**src/rtl/adder_share_arbiter.sv**
```systemverilog
// adder_share_arbiter: round-robin sequencer sharing one cla_adder_32bit among NUM_REQ requesters.
// Latency: operands accepted in IDLE, adder evaluated in EXEC, response presented from RESP (issue every 3 cycles).
// Backpressure: RESP holds the response until rsp_ready_i; no request is accepted until it is taken.
// Optional chaining is enabled by defining ADDER_ARB_CHAIN_EN (adds req_hold_i, lock and carry chaining).

module cla_adder_32bit (
    input  logic [31:0] a_i,
    input  logic [31:0] b_i,
    input  logic        cin_i,
    output logic [31:0] sum_o,
    output logic        cout_o
);
    logic [31:0] g;
    logic [31:0] p;
    logic [7:0]  grp_g;
    logic [7:0]  grp_p;

    assign g = a_i & b_i;
    assign p = a_i ^ b_i;

    // 4-bit group generate/propagate terms for the lookahead carry chain
    always_comb begin
        grp_g = '0;
        grp_p = '0;
        for (int grp = 0; grp < 8; grp++) begin
            grp_p[grp] = &p[grp*4 +: 4];
            grp_g[grp] = g[grp*4+3]
                       | (p[grp*4+3] & g[grp*4+2])
                       | (p[grp*4+3] & p[grp*4+2] & g[grp*4+1])
                       | (p[grp*4+3] & p[grp*4+2] & p[grp*4+1] & g[grp*4]);
        end
    end

    // Group carries skip across groups; bit carries ripple only inside a group
    always_comb begin
        logic grp_c;
        logic bit_c;
        sum_o = '0;
        grp_c = cin_i;
        for (int grp = 0; grp < 8; grp++) begin
            bit_c = grp_c;
            for (int b = 0; b < 4; b++) begin
                sum_o[grp*4+b] = p[grp*4+b] ^ bit_c;
                bit_c = g[grp*4+b] | (p[grp*4+b] & bit_c);
            end
            grp_c = grp_g[grp] | (grp_p[grp] & grp_c);
        end
        cout_o = grp_c;
    end
endmodule

module adder_share_arbiter #(
    parameter int NUM_REQ = 4,
    parameter int ID_W    = $clog2(NUM_REQ)
) (
    input  logic                 clk_i,
    input  logic                 rst_i,
    input  logic [NUM_REQ-1:0]   req_valid_i,
    output logic [NUM_REQ-1:0]   req_ready_o,
    input  logic [NUM_REQ*32-1:0] req_a_i,
    input  logic [NUM_REQ*32-1:0] req_b_i,
    input  logic [NUM_REQ-1:0]   req_cin_i,
`ifdef ADDER_ARB_CHAIN_EN
    input  logic [NUM_REQ-1:0]   req_hold_i,
`endif
    output logic                 rsp_valid_o,
    input  logic                 rsp_ready_i,
    output logic [31:0]          rsp_sum_o,
    output logic                 rsp_cout_o,
    output logic [ID_W-1:0]      rsp_id_o
);
    typedef enum logic [1:0] {IDLE, EXEC, RESP} state_t;

    state_t          state_q, state_d;
    logic [ID_W-1:0] last_q, last_d;
    logic [31:0]     op_a_q, op_a_d;
    logic [31:0]     op_b_q, op_b_d;
    logic            op_cin_q, op_cin_d;
    logic [ID_W-1:0] op_id_q, op_id_d;
    logic [31:0]     sum_q, sum_d;
    logic            cout_q, cout_d;
    logic [ID_W-1:0] rid_q, rid_d;
`ifdef ADDER_ARB_CHAIN_EN
    logic            hold_q, hold_d;
    logic            lock_q, lock_d;
    logic            carry_q, carry_d;
`endif

    logic            grant_vld;
    logic [ID_W-1:0] grant_id;
    logic [ID_W-1:0] scan_id;
    logic            grant_cin;
    logic [31:0]     add_sum;
    logic            add_cout;

    cla_adder_32bit u_adder (
        .a_i    (op_a_q),
        .b_i    (op_b_q),
        .cin_i  (op_cin_q),
        .sum_o  (add_sum),
        .cout_o (add_cout)
    );

    // Round-robin pick: scan downward from last+NUM_REQ so the closest requester after last wins
    always_comb begin
        grant_vld = 1'b0;
        grant_id  = '0;
        scan_id   = '0;
        for (int i = NUM_REQ; i >= 1; i--) begin
            scan_id = ID_W'((int'(last_q) + i) % NUM_REQ);
            if (req_valid_i[scan_id]) begin
                grant_vld = 1'b1;
                grant_id  = scan_id;
            end
        end
        grant_cin = req_cin_i[grant_id];
`ifdef ADDER_ARB_CHAIN_EN
        // A locked chain belongs to its owner; its carry comes from the previous link
        if (lock_q) begin
            grant_vld = req_valid_i[last_q];
            grant_id  = last_q;
            grant_cin = carry_q;
        end
`endif
    end

    // Sequencer next-state, operand capture and response capture
    always_comb begin
        state_d     = state_q;
        last_d      = last_q;
        op_a_d      = op_a_q;
        op_b_d      = op_b_q;
        op_cin_d    = op_cin_q;
        op_id_d     = op_id_q;
        sum_d       = sum_q;
        cout_d      = cout_q;
        rid_d       = rid_q;
`ifdef ADDER_ARB_CHAIN_EN
        hold_d      = hold_q;
        lock_d      = lock_q;
        carry_d     = carry_q;
`endif
        req_ready_o = '0;
        case (state_q)
            IDLE: begin
                if (grant_vld && !rst_i) begin
                    req_ready_o[grant_id] = 1'b1;
                    op_a_d   = req_a_i[grant_id*32 +: 32];
                    op_b_d   = req_b_i[grant_id*32 +: 32];
                    op_cin_d = grant_cin;
                    op_id_d  = grant_id;
                    last_d   = grant_id;
`ifdef ADDER_ARB_CHAIN_EN
                    hold_d   = req_hold_i[grant_id];
`endif
                    state_d  = EXEC;
                end
            end
            EXEC: begin
                sum_d   = add_sum;
                cout_d  = add_cout;
                rid_d   = op_id_q;
                state_d = RESP;
            end
            RESP: begin
                if (rsp_ready_i) begin
`ifdef ADDER_ARB_CHAIN_EN
                    lock_d = hold_q;
                    if (hold_q) begin
                        carry_d = cout_q;
                    end
`endif
                    state_d = IDLE;
                end
            end
            default: state_d = IDLE;
        endcase
    end

    // State and datapath registers; reset discards any in-flight operation
    always_ff @(posedge clk_i) begin
        if (rst_i) begin
            state_q  <= IDLE;
            last_q   <= ID_W'(NUM_REQ - 1);
            op_a_q   <= '0;
            op_b_q   <= '0;
            op_cin_q <= 1'b0;
            op_id_q  <= '0;
            sum_q    <= '0;
            cout_q   <= 1'b0;
            rid_q    <= '0;
`ifdef ADDER_ARB_CHAIN_EN
            hold_q   <= 1'b0;
            lock_q   <= 1'b0;
            carry_q  <= 1'b0;
`endif
        end else begin
            state_q  <= state_d;
            last_q   <= last_d;
            op_a_q   <= op_a_d;
            op_b_q   <= op_b_d;
            op_cin_q <= op_cin_d;
            op_id_q  <= op_id_d;
            sum_q    <= sum_d;
            cout_q   <= cout_d;
            rid_q    <= rid_d;
`ifdef ADDER_ARB_CHAIN_EN
            hold_q   <= hold_d;
            lock_q   <= lock_d;
            carry_q  <= carry_d;
`endif
        end
    end

    assign rsp_valid_o = (state_q == RESP);
    assign rsp_sum_o   = sum_q;
    assign rsp_cout_o  = cout_q;
    assign rsp_id_o    = rid_q;
endmodule

```
**config.mk**
```make
export PLATFORM = sky130hd
export DESIGN_NAME = adder_share_arbiter
export DESIGN_NICKNAME = d
export VERILOG_FILES = /design/src/rtl/adder_share_arbiter.sv
export SDC_FILE = /design/constraint.sdc
export NUM_CORES = 1
export LEC_CHECK = 0
export CAP_MARGIN = 30
export CORE_MARGIN = 1.5
export CORE_UTILIZATION = 40
export CTS_BUF_LIST = sky130_fd_sc_hd__clkbuf_4 sky130_fd_sc_hd__clkbuf_8
export CTS_CLUSTER_SIZE = 16
export DETAILED_ROUTE_END_ITERATION = 8
export PLACE_DENSITY = 0.82
export RECOVER_POWER = 100
export SYNTH_ARGS = -nofsm -noshare
export SYNTH_HDL_FRONTEND = slang
export SYNTH_SLANG_ARGS = --single-unit
```
**constraint.sdc**
```tcl
create_clock -name clk_i -period 2.9 [get_ports clk_i]
set_clock_uncertainty 0.05 [all_clocks]
set_input_delay 0.29 -clock clk_i [delete_from_list [all_inputs] [get_ports clk_i]]
set_output_delay 0.29 -clock clk_i [all_outputs]
set_load 0.02 [all_outputs]
```
## Word-level counts from Yosys, hierarchy flattened

Index checks and enable logic that the tools add are counted.

- Register bits: 106

- Add/subtract/negate cells: 4
- Order comparisons: 6
- Equal/unequal tests: 4
- Shift operators: 2
- Multiplexer cells: 25
- Bitwise operators: 162
- Reductions and logical operators: 14

Operator list:

| kind | number |
|---|---|
| $shiftx A128 B8 Y32 | 2 |
| $and A1 B1 Y1 | 72 |
| $or A1 B1 Y1 | 56 |
| $and A32 B32 Y32 | 1 |
| $reduce_and A4 Y1 | 8 |
| $xor A1 B1 Y1 | 32 |
| $xor A32 B32 Y32 | 1 |
| $lt A2 B3 Y1 const B | 5 |
| $mux W2 | 6 |
| $bmux W1 S2 | 5 |
| $mux W1 | 10 |
| $mux W4 | 2 |
| $pmux W2 S3 | 1 |
| $add A2 B1 Y2 const B | 2 |
| $add A2 B2 Y2 const B | 2 |
| $reduce_and A2 Y1 | 2 |
| $demux W1 S2 | 1 |
| $eq A2 B1 Y1 const B | 1 |
| $eq A2 B2 Y1 const B | 1 |
| $ge A2 B1 Y1 const B | 1 |
| $logic_and A1 B1 Y1 | 2 |
| $logic_not A2 Y1 | 1 |
| $ne A2 B1 Y1 const B | 1 |
| $ne A2 B2 Y1 const B | 1 |
| $logic_not A1 Y1 | 1 |

## Longest topological paths before layout

- Depth after elaboration: 25
- Mapped depth: 12
- Mapped depth without buffers: 12

## Hierarchy

A second synthesis with hierarchy kept.

- Cell total of the unflattened synthesis: 850
- Area total of the unflattened synthesis: 7654.8 µm²

By module, submodules not included:

| module | times used | cells each | area each (µm²) | sequential area each (µm²) |
|---|---|---|---|---|
| adder_share_arbiter | 1 | 714 | 6296.0 | 2122.0 |
| cla_adder_32bit | 1 | 136 | 1358.8 | 0.0 |

## Worst setup path before layout

Ideal clock, no wire load.

- Path kind: reg2reg
- Start point: register op_a_q[0]
- End point: register sum_q[31] (netlist: rsp_sum_o[31])
- Setup time: 0.086 ns
- Arrival: 3.031 ns
- Path slack: -0.266 ns
- Cell stages (with the launch flop): 13
- Buffers on the path: 0
- Clock period less this slack: 3.166 ns
- Cell sequence: dfxtp_1 -> ha_1 -> a21oi_1 -> nor2_1 -> o31ai_1 -> nand3_1 -> o31ai_2 -> o221ai_2 -> fa_1 -> fa_1 -> fa_1 -> xnor2_1 -> a211oi_1

- Longest elaborated chain between the ends: 23
- Elaborated cells on any way between the ends: 26

RTL lines:

| what | RTL line | RTL |
|---|---|---|
| start: declaration | 76 | `logic [31:0] op_a_q, op_a_d;` |
| start signal: assignment | 200 | `op_a_q <= op_a_d;` |
| $xor A32 B32 Y32 / $and A32 B32 Y32 (equally long branches) | 19, 18 |  |
| $reduce_and A4 Y1 / $and A1 B1 Y1 (equally long branches) | 26, 30 |  |
| $and A1 B1 Y1 / $or A1 B1 Y1 (equally long branches) | 46, 30 |  |
| $or A1 B1 Y1 (*) | 46 | `grp_c = grp_g[grp] \| (grp_p[grp] & grp_c);` |
| $and A1 B1 Y1 (*) | 46 |  |
| $or A1 B1 Y1 (*) | 46 |  |
| $and A1 B1 Y1 (*) | 46 |  |
| $or A1 B1 Y1 (*) | 46 |  |
| [... 7 more ...] | -- |  |
| $or A1 B1 Y1 (*) | 46 |  |
| $and A1 B1 Y1 (*) | 44 | `bit_c = g[grp*4+b] \| (p[grp*4+b] & bit_c);` |
| $or A1 B1 Y1 (*) | 44 |  |
| $and A1 B1 Y1 (*) | 44 |  |
| $or A1 B1 Y1 (*) | 44 |  |
| $and A1 B1 Y1 (*) | 44 |  |
| $or A1 B1 Y1 (*) | 44 |  |
| $xor A1 B1 Y1 (*) | 43 | `sum_o[grp*4+b] = p[grp*4+b] ^ bit_c;` |
| end signal: assignment | 204 | `sum_q <= sum_d;` |
| end: declaration | 80 | `logic [31:0] sum_q, sum_d;` |

Every way passes the cells marked *; elsewhere a longest branch is shown, timed or not.
A chain may end at the register's enable or synchronous reset.

## Final worst setup path

- Start point: register op_a_q[5]
- End point: register sum_q[30] (netlist: rsp_sum_o[30])

- Longest elaborated chain between the ends: 20
- Elaborated cells on any way between the ends: 25

RTL lines:

| what | RTL line | RTL |
|---|---|---|
| $and A32 B32 Y32 / $xor A32 B32 Y32 (equally long branches) | 18, 19 |  |
| $and A1 B1 Y1 (on tied branches) | 29, 30 |  |
| $or A1 B1 Y1 / $and A1 B1 Y1 (equally long branches) | 29, 30 |  |
| $or A1 B1 Y1 | 30 | `\| (p[grp*4+3] & p[grp*4+2] & p[grp*4+1] & g[grp*4]);` |
| $or A1 B1 Y1 (*) | 46 |  |
| $and A1 B1 Y1 (*) | 46 |  |
| $or A1 B1 Y1 (*) | 46 |  |
| $and A1 B1 Y1 (*) | 46 |  |
| [... 5 more ...] | -- |  |
| $and A1 B1 Y1 (*) | 46 |  |
| $or A1 B1 Y1 (*) | 46 |  |
| $and A1 B1 Y1 (*) | 44 |  |
| $or A1 B1 Y1 (*) | 44 |  |
| $and A1 B1 Y1 (*) | 44 |  |
| $or A1 B1 Y1 (*) | 44 |  |
| $xor A1 B1 Y1 (*) | 43 |  |
| via add_sum[30] | 93 | `logic [31:0] add_sum;` |

Mark *: on every way through the listed nets, which the timed path passes. The rest lies on a longest branch.

==> summary.txt <==
Setup path
  – WS Path Type: flip-flop to flip-flop
  – Worst-path maximum fanout: 3
  – Largest delay share family, worst path: adder cells
  – Critical path buffers and inverters: 1
  – Arr. time, crit path: about 3500 ps
  – FF-to-FF Start: op_a_q[5]$_SDFFE_PP0P_
  – CP Launch Point: op_a_q[5]$_SDFFE_PP0P_
  – Reg-to-reg setup timing slack: -360 ps
  – Critical Path, Cell by Cell: ha_4 > a21oi_2 > o21ai_2 > or3b_4 > nand3_4 > o31ai_4 > buf_6 > o221ai_4 > fa_2 > fa_2 > fa_2 > nand2_1 > a21oi_1
  – Max incr delay on CP: roughly 530 ps
  – Slowest CP cell: fa_2
  – WP data required: about 3200 ps
  – Cell repeated most along the worst path: fa_2
  – Worst r2r path cells: 13
  – Reg2Reg Capture Point: rsp_sum_o[30]$_SDFFE_PP0N_
  – Crit end category: flip-flop
  – Crit path launch type: flip-flop

Placed design
  – Routability cong.: about 0.87
  – Post-Place Cells: approximately 1.5k
  – Placed Area: ~11000 µm²
  – Final HPWL DP: 17530 µm
  – Setup WS pre-CTS: -501.2 ps
  – Port-buffer cells: approximately 310

STA
  – Final hold slack: approximately 400 ps
  – RSZ-0062 raised after global routing: true
  – Fin crit share: 1.123
  – Fin. max-slew vios: 0
  – Final setup viols: 13
  – Fin crit period: 3258 ps
  – TNS Setup: -2569 ps
  – Slew @ Worst Pin: slightly below 700 ps
  – Final Worst Setup Slack: -357.8 ps
  – Slew margin rel.: 0.5367
  – Final hold vios: 0
  – Fmax: roughly 0.31 GHz

Detailed routing
  – Routed wire length per instance: around 15 µm
  – DR pass1 iterations: 6
  – Via Count: slightly below 8k
  – Initial DRC Count: a little under 400
  – Routed length on met3: ~1600 µm
  – Met1 wire length: between 10000 and 15000 µm
  – DRT antenna net count: 0
  – Via density: about 5
  – Detailed-route wire length: about 23000 µm
  – WL met2: between 10000 and 15000 µm
  – # DRC: 0
  – Uppermost layer routed: met4

GRT
  – GRT overflow: 0
  – Initial antenna violation count: 0
  – Vias in the first global route: 7511
  – First-pass GRT wire length: ~36000 µm
  – Largest net degree at the start of global routing: 74
  – Gr usage total: 0.2435

Pwr
  – Lkg Pwr: ~4.5 nW
  – PD cells: between 400 and 500 nW/µm²
  – Maximum vdd drop: 0.0004502 V
  – Total design power: just under 5 mW

Yosys
  – EDFF count, synth: 0
  – Synthesized area: 7087 µm²
  – Ys flop type: dfxtp_1
  – Sequential share of the synthesized area: 0.2994
  – Post-Syn Nets: 1346
  – Mean area per synthesized cell: between 6 and 7 µm²
  – Count of state elements after synthesis: roughly 110
  – Ys async rst share: 0
  – Mapped Cells: 1023
  – Yosys warnings: 0
  – Synth unique cells: 39

Floorplan
  – Core Rows: 48
  – Chip height: about 140 µm
  – IO Pins: ~300
  – DIE AREA: between 15000 and 20000 µm²
  – Die Wd: ~140 µm
  – Core region area: 17300 µm²
  – Initial core utilization: 0.4097

Layout
  – Share of cells above drive strength 1: 0.1109
  – Post-Layout Cell Count: around 1.6k
  – Final nets: around 1.7k
  – Filler Cell Count: 1522
  – Ant diodes: 0
  – Post-layout instance area: 11170 µm²
  – Utilization after layout: 0.6460
  – Area grow syn2layout: 57.66%

Flow run
  – Max-Cap Viols: 0

Clocking
  – Clock Path Buffers: 2
  – CTS tree: yes
  – TritonCTS Buffers: 9
  – CTS clk-pin slew, worst paths: around 100 ps
  – Root Buffer: clkbuf_8
  – H-tree Lvls: 3
  – CTS Sinks: 106
  – Insertion delay to the later sink of the worst-skew pair: ~380 ps

Hold path
  – Min-Delay Path Depth: 5
  – Worst hold path endpoint: op_a_q[0]$_SDFFE_PP0P_
  – Hold Path Class: primary input to flip-flop
  – Hold_sp: rst_i

Outcome
  – Failing checks: negative setup slack
  – Status: finished with violations
kinds of logic (layout without fill, tap and decap cells):
group | Yosys count | after routing | synth area share
buffers and inverters | 90 | 401 | 0.06250
adders and majority gates | 56 | 56 | 0.1243
and+or+nand+nor | 559 | 559 | 0.3155
xor gates and xnor gates | 8 | 8 | 0.009887
DFF | 106 | 106 | 0.2994
muxes | 1 | 1 | 0.001412
AOI/OAI and AO/OA | 203 | 203 | 0.1870
Yosys cell counts, drive strengths merged (2+ instances only):
cell	instances	area [µm²]
ha	32	400.4
o221ai	2	41.29
o31ai	7	57.55
nand2	253	949.7
clkbuf	38	142.6
dfxtp	106	2122
nor3	5	25.02
and3	3	18.77
a211oi	12	90.09
fa	24	480.5
nand2b	3	18.77
a21o	7	52.55
nand4	3	18.77
inv	11	41.29
nor2b	5	31.28
o21ai	4	20.01
o21bai	2	15.01
nand3	68	340.3
o211ai	65	488.0
buf	41	259.0
nor2	216	810.8
a21oi	101	520.5
xnor2	8	70.07
how the worst max path moves through the flow:
| stage | slack (ps) | end | cells after the start |
|---|---|---|---|
| 2_1_floorplan | -160 | rsp_sum_o[31]$_SDFFE_PP0N_ | 12 |
| 3_3_place_gp | -480 | rsp_sum_o[30]$_SDFFE_PP0N_ | 13 |
| 3_5_place_dp | -500 | rsp_sum_o[30]$_SDFFE_PP0N_ | 13 |
| 4_1_cts | -460 | rsp_sum_o[30]$_SDFFE_PP0N_ | 13 |
| 5_1_grt | -490 | rsp_sum_o[30]$_SDFFE_PP0N_ | 13 |
| 6_report | -360 | rsp_sum_o[30]$_SDFFE_PP0N_ | 13 |
final cells by class:
class,instances,area [µm²],area share
clock buffer,10,131.4,0.01176
clock inverter,6,112.6,0.01008
inverter,11,41.29,0.003695
multi-input combinational,827,4786,0.4283
sequential,106,2138,0.1914
tap,225,281.5,0.02520
timing repair buffer,374,3682,0.3296
placed cells by master, fill, tap and decap left out, drive strengths merged, types with 12 or more instances in the layout:
master,count
clkdlybuf4s50,305
a211oi,12
ha,32
nand2,253
buf,69
fa,24
o211ai,65
nor2,216
a21oi,101
nand3,68
dfxtp,106
inv,13
flip-flops by register name (all words and copies together), names as in the netlist:
signal      flops
rsp_id_o        2
op_cin_q        1
last_q          2
state_q         2
rsp_cout_o      1
rsp_sum_o      32
op_a_q         32
op_id_q         2
op_b_q         32
worst reg2reg max path: cells and delay by family, from the launching register on:
| kind | cells | cell delay, ps |
|---|---|---|
| AOI/OAI and AO/OA | 5 | 760 |
| adders and majority gates | 4 | 1460 |
| buffers and inverters | 1 | 150 |
| DFF | 1 | 380 |
| and+or+nand+nor | 3 | 400 |
metal layers:
metal  track usage  vias up
met5             0        -
met4       0.04196        0
met3       0.05667       17
met2        0.4231      257
met1        0.3102     3630
li1              -     4033
what timing repair did:
action / CTS / global route
endpoints found under the setup margin: 16 / 19
setup buffers: 1 / 4
gates resized for setup: 19 / 32
hold buffers: 0 / 0
pin swaps: 13 / 17
power by group:
group	internal [mW]	total, mW	leakage (nW)	switching, mW
sequential	1.62	1.74	0.873	0.124
combinational	0.980	1.99	3.47	1.01
clock	0.588	1.10	0.125	0.516
Note: power is estimated with default switching activity, not from simulation.
